**config.mk**
```make
export PLATFORM = sky130hd
export DESIGN_NAME = pause_ctrl
export DESIGN_NICKNAME = d
export VERILOG_FILES = /design/src/rtl/pause_ctrl.sv
export SDC_FILE = /design/constraint.sdc
export NUM_CORES = 1
export LEC_CHECK = 0
export CAP_MARGIN = 20
export CELL_PAD_IN_SITES_DETAIL_PLACEMENT = 0
export CELL_PAD_IN_SITES_GLOBAL_PLACEMENT = 1
export CORE_ASPECT_RATIO = 0.8
export CORE_MARGIN = 3
export CORE_UTILIZATION = 38
export CTS_CLUSTER_DIAMETER = 60
export DETAILED_ROUTE_END_ITERATION = 8
export PLACE_DENSITY = 0.75
export SKIP_CTS_REPAIR_TIMING = 1
export SLEW_MARGIN = 20
export SYNTH_ARGS = -nofsm -noshare
export SYNTH_HDL_FRONTEND = slang
export SYNTH_SLANG_ARGS = --single-unit
```
**constraint.sdc**
```tcl
create_clock -name i_clk -period 2.3 [get_ports i_clk]
set_clock_uncertainty 0.1 [all_clocks]
set_input_delay 0.345 -clock i_clk [delete_from_list [all_inputs] [get_ports i_clk]]
set_output_delay 0.345 -clock i_clk [all_outputs]
set_load 0.01 [all_outputs]
```
**src/rtl/pause_ctrl.sv**
```systemverilog
// Run/halt/step controller that gates the system clock through o_pause.
// After reset the block holds o_pause for INIT_CYCLES cycles, then boots into
// RUNNING or HALTED. From HALTED a step request releases exactly N cycles.
// Every output is registered from next-state logic, so a request seen at a
// clock edge is reflected on the outputs right after that same edge.
module pause_ctrl #(
  parameter int unsigned INIT_CYCLES = 4,
  parameter bit          BOOT_RUN    = 1'b1
) (
  input  logic        i_clk,
  input  logic        i_rst,
  input  logic        i_run,
  input  logic        i_halt,
  input  logic        i_step,
  input  logic [15:0] i_count,
  input  logic        i_bkpt,
  output logic        o_pause,
  output logic        o_halted,
  output logic        o_bkpt_hit,
  output logic [31:0] o_cycles
);

  typedef enum logic [1:0] {
    S_INIT     = 2'd0,
    S_HALTED   = 2'd1,
    S_RUNNING  = 2'd2,
    S_STEPPING = 2'd3
  } state_t;

  localparam logic [7:0] INIT_LAST = 8'(INIT_CYCLES - 1);

  state_t      state_q, state_d;
  logic [7:0]  init_cnt_q, init_cnt_d;
  logic [15:0] step_cnt_q, step_cnt_d;
  logic        bkpt_d;

  // Next-state logic; request priority is halt > bkpt > step > run.
  always_comb begin
    state_d    = state_q;
    init_cnt_d = init_cnt_q;
    step_cnt_d = step_cnt_q;
    bkpt_d     = o_bkpt_hit;
    case (state_q)
      S_INIT: begin
        if (init_cnt_q == INIT_LAST) begin
          state_d    = BOOT_RUN ? S_RUNNING : S_HALTED;
          init_cnt_d = 8'd0;
        end else begin
          init_cnt_d = init_cnt_q + 8'd1;
        end
      end
      S_HALTED: begin
        // A concurrent halt or breakpoint outranks step/run and keeps us halted.
        if (!(i_halt || i_bkpt)) begin
          if (i_step) begin
            state_d    = S_STEPPING;
            step_cnt_d = (i_count == 16'd0) ? 16'd1 : i_count;
            bkpt_d     = 1'b0;
          end else if (i_run) begin
            state_d = S_RUNNING;
            bkpt_d  = 1'b0;
          end
        end
      end
      S_RUNNING: begin
        if (i_halt) begin
          state_d = S_HALTED;
          bkpt_d  = 1'b0;
        end else if (i_bkpt) begin
          state_d = S_HALTED;
          bkpt_d  = 1'b1;
        end
      end
      S_STEPPING: begin
        if (i_halt) begin
          state_d    = S_HALTED;
          bkpt_d     = 1'b0;
          step_cnt_d = 16'd0;
        end else if (i_bkpt) begin
          state_d    = S_HALTED;
          bkpt_d     = 1'b1;
          step_cnt_d = 16'd0;
        end else if (step_cnt_q <= 16'd1) begin
          // Last granted cycle has just elapsed.
          state_d    = S_HALTED;
          step_cnt_d = 16'd0;
        end else begin
          step_cnt_d = step_cnt_q - 16'd1;
        end
      end
      default: state_d = S_INIT;
    endcase
  end

  // State, counters and registered outputs; o_cycles counts on the current o_pause.
  always_ff @(posedge i_clk) begin
    if (i_rst) begin
      state_q    <= S_INIT;
      init_cnt_q <= 8'd0;
      step_cnt_q <= 16'd0;
      o_pause    <= 1'b1;
      o_halted   <= 1'b0;
      o_bkpt_hit <= 1'b0;
      o_cycles   <= 32'd0;
    end else begin
      state_q    <= state_d;
      init_cnt_q <= init_cnt_d;
      step_cnt_q <= step_cnt_d;
      o_pause    <= (state_d == S_INIT) || (state_d == S_HALTED);
      o_halted   <= (state_d == S_HALTED);
      o_bkpt_hit <= bkpt_d;
      if (!o_pause) o_cycles <= o_cycles + 32'd1;
    end
  end

endmodule

```
==> flow_summary.ini <==
[clock_network]
cts_buffer_depth = 2
clk_pin_slew_ns = 0.07
clockRootBuffer = clkbuf_8
clk-insertion-delay-late_ns = 0.33
htree_levels = 3
numCtsBuffers = 9
cts_tree = built
cts.sinks = 61

[power_and_ir_drop]
p_switching_uw = 588.2
clkPwrFrac_pct = 37.4
p_sw_share_pct = 26.52
pwr-share-seq_pct = 51.0
p_per_area_nw_per_um2 = 550.8
ir_worst_vdd_mv = 0.2746
p_comb_share_pct = 11.6
intPower_mw = 1.630
p_total_mw = 2.218
cellLeakagePower_nw = 1.521

[finish]
fillers = 739
final_util_pct = 52.98
final_nets = 470
area_growth_pct = 31.60
drive_gt1_share_pct = 10.49
regArea_um2 = 1221
num_antenna_cells = 0
multiInputGateArea_um2 = 1749

[synthesis]
yosysUniqueCellTypes = 56
ys_warn_count = 0
ys.flop_type = dfxtp_1
synth_edf_count = 0
ys_seq_elements = 61
postSynthCellCount = 372
synth_top_area_cell = dfxtp_1
synth_area_leaders = dfxtp_1 40%, xor2_1 7.4%, nor2_1 6.0%
synth_area_per_cell_um2 = 8.227
synth_common_cells = 61 x dfxtp_1, 49 x nor2_1, 33 x nand2_1
yosysMostFrequentCell = dfxtp_1
synth_top_cell_area_share_pct = 39.90
syn_nets = 398
syn-cell-area_um2 = 3060
yosysSeqAreaShare_pct = 39.90
synthArstFlopShare_pct = 0

[die]
die_w_um = 106.3
die_h_um = 86.27
rows = 28
die_area_um2 = 9174
start_util_pct = 40.26
ios = 57
coreArea_um2 = 7602

[sta]
hold_ws_ns = 0.3518
setup_tns_ns = 0
hold_viol = 0
setup_viol = 0
tightest_slew_ns = 0.5397
slew_viol_final = 0
min_period_ns = 2.090
fmaxAchievable_ghz = 0.4784
max_slew_margin_pct = 63.94
rsz0062_at_grt = no
fin_crit_sh_pct = 90.89

[grt]
grt_max_degree = 27
antenna_found_initial = 0
grt_pass1_vias = 2588
grt_usage_pct = 17.59
grt_pass1_wl_um = 12970
overflow = 0

[route]
wl_met1_um = 4190
wl_met3_um = 380
drc = 0
ant_nets = 0
drt_iter0_markers = 152
highest_layer = met4
vias = 2934
via_per_inst = 5.306
avgRoutedWirePerCell_um = 14.23
drt_first_pass_iters = 4
wl_um = 7871
wl_met2_um = 3187

[critical_path]
cpMaxStageDelayCell = dfxtp_1
critical_path.max_stage_delay_ns = 0.39
critPathKind = reg2reg
arrival_ns = 2.24
path_max_fanout = 7
crit_chain = inv_1 > ha_1 > o2111a_1 > a21oi_2 > buf_4 > a21oi_1 > o32ai_1
worst_ep_required_time_ns = 2.45
end_kind = flop
start_kind = flop

[outcome]
outcome = finished, final reports clean

[placed_design]
place_hpwl_um = 5789
gp_congestion = 0.8495
portBuffers = 56

[hold_path]
hold_path_class = in2reg

[flow_run]
maxCapViolations = 0
==> layer usage <==
metal	vias up	track usage, %
met5	-	0
li1	1499	-
met4	0	5.294
met3	13	5.361
met1	1352	26.10
met2	70	24.27
==> layout by cell type (no fill, tap or decap), types with 2 or more instances in the layout <==
master           instances
a211oi_1                 2
a21oi_1                 25
a221oi_1                 2
a22oi_1                  3
a31oi_1                  5
a32oi_1                  2
and2_1                   3
and3_1                  12
buf_4                   20
clkbuf_8                10
clkdlybuf4s50_1         55
clkinv_2                 2
clkinvlp_4               2
dfxtp_1                 61
ha_1                     4
inv_1                    8
nand2_1                 33
nand2b_1                 2
nand3_1                 13
nand3_2                  2
nand3b_1                 3
nand4_1                 17
nand4b_1                 2
nor2_1                  49
nor2b_1                  2
nor3_1                   9
nor4_1                   6
nor4_2                   2
o21a_1                   2
o21ai_0                 10
o21ai_1                  3
o22ai_1                  4
o31ai_1                  2
o32ai_1                  2
or3_1                    9
or4_1                    4
xnor2_1                  7
xor2_1                  26
==> power groups by stage <==
| stage | Sequential [mW] | Clock, mW | Combinational [mW] |
|---|---|---|---|
| after floorplan | 1.14 | 0 | 0.155 |
| after global placement | 1.15 | 0 | 0.257 |
| after detailed placement | 1.15 | 0 | 0.257 |
| after CTS | 1.13 | 0.861 | 0.258 |
| after global routing | 1.14 | 0.911 | 0.288 |
| final | 1.13 | 0.830 | 0.257 |
==> kinds of logic after synthesis <==
| logic type | count (synthesis) | synth area share (%) |
|---|---|---|
| xor+xnor | 33 | 9.444 |
| simple gates | 176 | 30.62 |
| compound gates | 72 | 14.92 |
| flops | 61 | 39.90 |
| mux | 1 | 0.3271 |
| fa+ha+maj | 4 | 1.635 |
| buf+inv | 25 | 3.148 |
==> final timing paths <==
path	start	slack (ns)	cells past startpoint	end
worst max-delay path	step_cnt_q[0]	0.21	7	step_cnt_q[13]
worst min-delay path	i_rst	0.35	2	o_cycles[1]
worst max register to register	step_cnt_q[0]	0.21	7	step_cnt_q[13]
worst min register to register	step_cnt_q[13]	0.39	2	step_cnt_q[13]
==> worst max-delay path, delay by kind of cell, from the launching register on <==
family | cells | cell delay [ns]
AO/OA/AOI/OAI | 4 | 0.94
flip-flops | 1 | 0.39
adder cells (fa/ha/maj) | 1 | 0.26
buffers and inverters | 2 | 0.32
==> cell type report <==
type / instances / share of cell area, %
well taps: 105 / 3.262
clock buffers: 11 / 3.510
repair buffers: 77 / 18.02
inverters: 9 / 0.8388
multi-input cells: 286 / 43.43
flip-flops and latches: 61 / 30.32
clock inverters: 4 / 0.6213
==> sequential cells by signal (all words and copies together), names as in the netlist <==
signal,flops
init_cnt_q,8
o_halted,1
o_cycles,32
state_q,2
o_pause,1
step_cnt_q,16
o_bkpt_hit,1
==> per-stage QoR <==
step / setup slack [ns] / instance area (um2) / instances
floorplan: 0.3370 / 3060 / 372
global placement: 0.1584 / 3861 / 538
detailed placement: 0.1202 / 3861 / 538
CTS: 0.2283 / 4028 / 553
global route: 0.002490 / 4028 / 553
finish: 0.2096 / 4028 / 553
No activity file was read; power rests on OpenSTA's default activity.
